[config.mk]
export PLATFORM = sky130hd
export DESIGN_NAME = ext_reg_arbiter
export DESIGN_NICKNAME = d
export VERILOG_FILES = /design/src/rtl/ext_reg_arbiter.sv
export SDC_FILE = /design/constraint.sdc
export NUM_CORES = 1
export LEC_CHECK = 0
export ABC_AREA = 1
export BUFFER_PORTS_ARGS = -buffer_cell sky130_fd_sc_hd__buf_2
export CAP_MARGIN = 5
export CORE_AREA = 2 2 119 121
export CTS_CLUSTER_DIAMETER = 200
export DETAILED_ROUTE_END_ITERATION = 16
export DIE_AREA = 0 0 121 123
export PLACE_DENSITY = 0.81
export RECOVER_POWER = 50
export SKIP_LAST_GASP = 1
export SYNTH_ARGS = -nofsm -noshare
export SYNTH_HDL_FRONTEND = slang
export SYNTH_SLANG_ARGS = --single-unit
[constraint.sdc]
create_clock -name clk -period 1.55 [get_ports clk]
set_clock_uncertainty 0.1 [all_clocks]
set_input_delay 0.155 -clock clk [delete_from_list [all_inputs] [get_ports clk]]
set_output_delay 0.155 -clock clk [all_outputs]
set_load 0.1 [all_outputs]
[src/rtl/ext_reg_arbiter.sv]
// ext_reg_arbiter
// Round-robin arbiter sharing one external-register port between N_REQ
// requesters. One transaction is outstanding at a time. A watchdog turns a
// missing device acknowledge into an error response after TIMEOUT cycles.
//
// Ports
//   clk, arst_n       clock, asynchronous active-low reset
//   up_req/up_is_wr   per-requester request level and direction
//   up_strb           per-requester subword select, slice i at [i*SUBWORDS +: SUBWORDS]
//   up_wr_data/biten  per-requester write data and bit enables
//   up_ack/up_err     one-cycle completion pulse / timeout flag to the grantee
//   up_rd_data        read data, valid only in the up_ack cycle
//   req/req_is_wr     downstream strobe (one cycle) and direction
//   wr_data/wr_biten  downstream write data and bit enables
//   rd_ack/rd_data    downstream read acknowledge and data
//   wr_ack            downstream write acknowledge
module ext_reg_arbiter #(
    parameter int WIDTH    = 32,
    parameter int SUBWORDS = 1,
    parameter int N_REQ    = 2,
    parameter int TIMEOUT  = 15
) (
    input  logic                         clk,
    input  logic                         arst_n,
    input  logic [N_REQ-1:0]             up_req,
    input  logic [N_REQ-1:0]             up_is_wr,
    input  logic [N_REQ*SUBWORDS-1:0]    up_strb,
    input  logic [N_REQ*WIDTH-1:0]       up_wr_data,
    input  logic [N_REQ*WIDTH-1:0]       up_wr_biten,
    output logic [N_REQ-1:0]             up_ack,
    output logic [N_REQ-1:0]             up_err,
    output logic [WIDTH-1:0]             up_rd_data,
    output logic [SUBWORDS-1:0]          req,
    output logic                         req_is_wr,
    output logic [WIDTH-1:0]             wr_data,
    output logic [WIDTH-1:0]             wr_biten,
    input  logic                         rd_ack,
    input  logic [WIDTH-1:0]             rd_data,
    input  logic                         wr_ack
);

    localparam int PW = (N_REQ > 1) ? $clog2(N_REQ) : 1;
    localparam int CW = $clog2(TIMEOUT + 1);

    typedef enum logic [1:0] {IDLE, ISSUE, WAIT, RESP} state_t;

    state_t              state_q;
    logic [PW-1:0]       ptr_q, grant_q;
    logic [CW-1:0]       cnt_q;
    logic [SUBWORDS-1:0] req_q;
    logic                req_is_wr_q;
    logic [WIDTH-1:0]    wr_data_q, wr_biten_q, up_rd_data_q;
    logic [N_REQ-1:0]    up_ack_q, up_err_q;

    logic                pick_vld_d;
    logic [PW-1:0]       pick_d, ptr_d;
    logic                sel_wr_d;
    logic [SUBWORDS-1:0] sel_strb_d;
    logic [WIDTH-1:0]    sel_data_d, sel_biten_d;
    logic [N_REQ-1:0]    grant_oh;
    logic                exp_ack;

    // Rotating priority without a modulo: the first pass only considers
    // requesters at or above the pointer; if none is found the second pass
    // takes the lowest index, which is the wrapped-around candidate.
    always_comb begin
        pick_vld_d = 1'b0;
        pick_d     = '0;
        for (int k = 0; k < N_REQ; k++) begin
            if (!pick_vld_d && up_req[k] && (PW'(k) >= ptr_q)) begin
                pick_vld_d = 1'b1;
                pick_d     = PW'(k);
            end
        end
        for (int k = 0; k < N_REQ; k++) begin
            if (!pick_vld_d && up_req[k]) begin
                pick_vld_d = 1'b1;
                pick_d     = PW'(k);
            end
        end
    end

    // Payload mux for the candidate grantee.
    always_comb begin
        sel_wr_d    = 1'b0;
        sel_strb_d  = '0;
        sel_data_d  = '0;
        sel_biten_d = '0;
        for (int k = 0; k < N_REQ; k++) begin
            if (PW'(k) == pick_d) begin
                sel_wr_d    = up_is_wr[k];
                sel_strb_d  = up_strb[k*SUBWORDS +: SUBWORDS];
                sel_data_d  = up_wr_data[k*WIDTH +: WIDTH];
                sel_biten_d = up_wr_biten[k*WIDTH +: WIDTH];
            end
        end
    end

    always_comb begin
        grant_oh          = '0;
        grant_oh[grant_q] = 1'b1;
    end

    assign ptr_d   = (grant_q == PW'(N_REQ - 1)) ? '0 : grant_q + PW'(1);
    // Only the ack matching the latched direction completes the transaction.
    assign exp_ack = req_is_wr_q ? wr_ack : rd_ack;

    always_ff @(posedge clk or negedge arst_n) begin
        if (!arst_n) begin
            state_q      <= IDLE;
            ptr_q        <= '0;
            grant_q      <= '0;
            cnt_q        <= '0;
            req_q        <= '0;
            req_is_wr_q  <= 1'b0;
            wr_data_q    <= '0;
            wr_biten_q   <= '0;
            up_ack_q     <= '0;
            up_err_q     <= '0;
            up_rd_data_q <= '0;
        end else begin
            case (state_q)
                IDLE: begin
                    if (pick_vld_d) begin
                        grant_q     <= pick_d;
                        req_q       <= sel_strb_d;
                        req_is_wr_q <= sel_wr_d;
                        wr_data_q   <= sel_data_d;
                        wr_biten_q  <= sel_biten_d;
                        state_q     <= ISSUE;
                    end
                end
                ISSUE: begin
                    req_q   <= '0;
                    cnt_q   <= '0;
                    state_q <= WAIT;
                end
                WAIT: begin
                    if (exp_ack) begin
                        up_ack_q     <= grant_oh;
                        up_err_q     <= '0;
                        up_rd_data_q <= req_is_wr_q ? '0 : rd_data;
                        state_q      <= RESP;
                    end else if (cnt_q == CW'(TIMEOUT)) begin
                        up_ack_q     <= grant_oh;
                        up_err_q     <= grant_oh;
                        up_rd_data_q <= '0;
                        state_q      <= RESP;
                    end else begin
                        cnt_q <= cnt_q + CW'(1);
                    end
                end
                RESP: begin
                    up_ack_q     <= '0;
                    up_err_q     <= '0;
                    up_rd_data_q <= '0;
                    ptr_q        <= ptr_d;
                    state_q      <= IDLE;
                end
                default: state_q <= IDLE;
            endcase
        end
    end

    assign up_ack     = up_ack_q;
    assign up_err     = up_err_q;
    assign up_rd_data = up_rd_data_q;
    assign req        = req_q;
    assign req_is_wr  = req_is_wr_q;
    assign wr_data    = wr_data_q;
    assign wr_biten   = wr_biten_q;

endmodule
# After elaboration in Yosys (flattened, before gate mapping)
# Index checks and enable logic that the tools add are counted.
# word_totals
ff_bits	110
in_bits	170
word_cells	76
# op_classes
n_addsub	2
n_lt_le_gt_ge	4
n_eq_ne	8
muxes	33
reduce_logical	18
# op_table
operator	n
two-way mux 32 bit	5
case mux 32 bit (2 select lines)	1
two-way mux 1 bit	13
two-way mux 2 bit	6
two-way mux 4 bit	2
case mux 2 bit (2 select lines)	2
case mux 2 bit (4 select lines)	1
case mux 4 bit (2 select lines)	1
AND reduction 2 bit	4
logical AND 1 bit	6
inequality test 2 bit (second input constant)	3
nonzero test 2 bit	3
adder 4 x 1 -> 4 bit (second input constant)	1
equality test 2 bit (second input constant)	2
equality test 4 bit (second input constant)	1
zero test 1 bit	3
inequality test 3 bit (second input constant)	1
AND reduction 3 bit	1
equality test 2 x 1 -> 1 bit (second input constant)	1
greater-or-equal comparator 1 bit (first input constant)	2
zero test 2 bit	1
< comparator 1 x 2 -> 1 bit (second input constant)	1
case mux 1 bit (2 select lines)	1
adder 1 bit (second input constant)	1
other kinds (2)	2

# Logic depth before layout (Yosys ltp)
# depth
word_depth	16
ltp_mapped	8

# Least setup slack after synthesis
# Ideal clock, no wire load.
# synth_timing
path_type	reg-to-reg
start	reg req_is_wr_q (netlist: req_is_wr)
end	reg up_ack_q[0] (netlist: up_ack[0])
arrival_ns	1.712
required_ns	1.327
slack_ns	-0.385
stages_incl_launch_ff	7
n_path_buf	1
cell_sequence	dfrtp_1 nand2_1 nand3_1 nand2_2 buf_2 nand3_1 nand2_1
# synth_between
elab_chain_len	3
# synth_lines
item	line_no	rtl
from (decl)	51	logic req_is_wr_q;
from (signal assigned)	127	req_is_wr_q <= sel_wr_d;
two-way mux 1 bit *	106	assign exp_ack = req_is_wr_q ? wr_ack : rd_ack;
two-way mux 2 bit / inequality test 3 bit (equally long branches)	n/a	
case mux 2 bit (2 select lines) / AND reduction 2 bit (equally long branches)	n/a	
to (signal assigned)	140	up_ack_q <= grant_oh;
to (signal assigned)	145	up_ack_q <= grant_oh;
to (decl)	53	logic [N_REQ-1:0] up_ack_q, up_err_q;
# Mark *: on every way between the ends. The rest lies on a longest branch, timed or not.
# A chain may end at the register's enable or synchronous reset.

# Final worst setup path
# layout_timing
start	reg state_q[0]
end	reg wr_biten_q[30] (netlist: wr_biten[30])
# layout_between
elab_chain_len	2
# layout_lines
item	line_no	rtl
from (decl)	47	state_t state_q;
from (signal assigned)	110	state_q <= IDLE;
from (signal assigned)	130	state_q <= ISSUE;
from (signal assigned)	136	state_q <= WAIT;
zero test 2 bit	122	case (state_q)
AND reduction 2 bit (no line)	n/a	
to (signal assigned)	129	wr_biten_q <= sel_biten_d;
to (decl)	52	logic [WIDTH-1:0] wr_data_q, wr_biten_q, up_rd_data_q;
# No other way between the ends.

==> results_dict.tcl <==
set metrics [dict create \
    status "finished, violations left" \
    violations "negative setup slack" \
    rows 43 \
    dieArea_um2 14880 \
    viasPerCell 5.367 \
    cts.sinks 110 \
    io_pins 272 \
    grt_max_degree 50 \
    numCtsBuffers 9 \
    layout_min_cycle_time_ps 1659 \
    drtIter0Drc 463 \
    yosysWarnings 0 \
    antenna_found_initial 1 \
    grt_overflow 0 \
    route.vias.total 6725 \
    min_path_type "primary input to flip-flop" \
    arrival_ps 1780 \
    drc_errors 0 \
    grt_pass1_vias 6154 \
    nets 1242 \
    synth_nets 841 \
    grt_pass1_wl_mm 29.92 \
    gp_congestion 0.8110 \
    setup_viol_count_final 36 \
    hold_ws_ps 11.46 \
    clk_pin_slew_worst_paths_ps 70 \
    cts_tree "done" \
    seq_area_um2 2756 \
    wire_per_inst_um 18.40 \
    r2r_cells 7 \
    ys_seq_elements 110 \
    fmax_mhz 602.8 \
    insertion_delay_ps 340 \
    drive_above_1_share_pct 37.69 \
    initial_core_util_pct 38.87 \
    cts-root-buf "clkbuf_16" \
    rsz0062_at_grt "true" \
    setup_ws_ps -109.0 \
    setup.worst_path.end_class "flip-flop" \
    synth_cells 666 \
    firstDrtPassIters 6 \
    coreArea_um2 13610 \
    fin_cells 1253 \
    period_share_pct 107.0 \
    cp-start-kind "flip-flop" \
    worstMarginPinSlew_ps 726.5 \
    portBuffers 271 \
    setup.worst_path.class "flip-flop to flip-flop" \
    grt_usage_pct 25.43 \
    ctsLongestPathBuffers 2 \
    maxSlewHeadroom_pct 51.57 \
    ant_nets 0 \
    post-place-ws_ps -58.31 \
    die-width_um 121 \
    multi_input_area_um2 2414 \
    dieHeight_um 123 \
    fin_util_pct 67.29 \
    dp_hpwl_mm 11.59 \
    hold_viol 0 \
    syn_area_um2 5291 \
    worstHoldPathCells 3 \
    crit_required_ps 1670 \
    yosysSeqAreaShare_pct 52.02 \
    area_delta_synth_final_pct 73.09 \
    syn_avg_cell_area_um2 7.945 \
    synthDistinctLibCells 21 \
    cp_max_fo 12 \
    max-cap-violations 0 \
    dp_cells 1099 \
    routed_wl_mm 23.06 \
    cts_htree_levels 3 \
    slew_viol_final 0 \
    fillers 995 \
]
## worst max-delay path, stage by stage, from the launching register on
cell and delay, ps:
dfrtp_1 420, inv_2 110, ha_4 160, o21ai_4 100, buf_12 150, buf_6 150
a21oi_1 240, a21oi_1 100
## per-stage QoR
| step | cell area, um^2 | TNS, ps |
|---|---|---|
| after global placement | 6968 | 0 |
| after detailed placement | 6968 | -290.1 |
| after global routing | 9159 | -5708 |
| final | 9159 | -842.8 |
| after CTS | 8497 | -299.6 |
| after floorplan | 5295 | 0 |
## registers in the layout (all words and copies together), names as in the netlist
name,cells
grant_q,1
cnt_q,4
up_err,2
wr_data,32
req_is_wr,1
up_rd_data,32
req,1
wr_biten,32
ptr_q,1
state_q,2
up_ack,2
## timing repair
action | in CTS | in global routing
setup endpoints to repair | 49 | 109
endpoints found under the hold margin | 133 | 0
gates cloned | 0 | 15
pin swaps | 0 | 2
setup buffers | 0 | 7
hold buffers | 115 | 0
resized for setup | 2 | 100
## cell usage after synthesis, drive strengths merged
| library cell | number | area [um^2] |
|---|---|---|
| or2 | 1 | 6.260 |
| dfrtp | 110 | 2753 |
| nor2 | 104 | 390.4 |
| buf | 42 | 265.3 |
| inv | 50 | 187.7 |
| nand3 | 74 | 370.4 |
| a21oi | 132 | 660.6 |
| clkbuf | 1 | 3.750 |
| nand4 | 4 | 31.28 |
| o211ai | 2 | 15.01 |
| nor3 | 1 | 5.000 |
| ha | 5 | 62.56 |
| o21ai | 3 | 18.76 |
| nand2 | 137 | 521.8 |
## per-layer routing
layer	vias to the layer above	part of all wire, %	GRT usage [%]
li1	2964	-	-
met1	3098	36	29.99
met2	525	48	43.57
met3	138	10	5.489
met4	0	6.0	13.44
met5	-	0	0
## cells in the final DEF, fill, tap and decap left out, drive strengths merged
cell,instances
nor3,1
clkbuf,27
or2,1
ha,5
nand2,137
nand3,74
o21ai,3
a21oi,132
dlygate4sd3,115
clkinv,2
nor2,104
o211ai,2
dfrtp,110
clkinvlp,1
inv,50
buf,300
bufinv,4
nand4,4
diode,1
## worst paths after layout
path,slack (ps),start,endpoint
min,10,up_wr_data[30],wr_data[30]
min in group asynchronous,290,arst_n,wr_data[11]
max,-110,state_q[0],wr_biten[30]
min reg2reg,390,up_rd_data[0],up_rd_data[0]
max in group asynchronous,140,arst_n,wr_biten[19]
max reg2reg,-110,state_q[0],wr_biten[30]
## area by class of cell
type / count / area share, %
diodes: 1 / 0.02732
clock buffers: 10 / 2.609
clock inverters: 6 / 1.448
inverters: 50 / 2.158
multi-input cells: 463 / 26.35
flip-flops and latches: 110 / 30.10
well taps: 180 / 2.459
repair buffers: 432 / 34.73
repair inverters: 1 / 0.1230
## cells by family after synthesis
kind of cell | count (synthesis) | synth area share, %
AO/OA/AOI/OAI | 137 | 13.12
adder cells (fa/ha/maj) | 5 | 1.182
buffers and inverters | 93 | 8.631
flip-flops | 110 | 52.02
AND/OR/NAND/NOR | 321 | 25.04
Power is not shown: default switching activity piles up to over one toggle a cycle in this logic, so the estimate is an artifact.
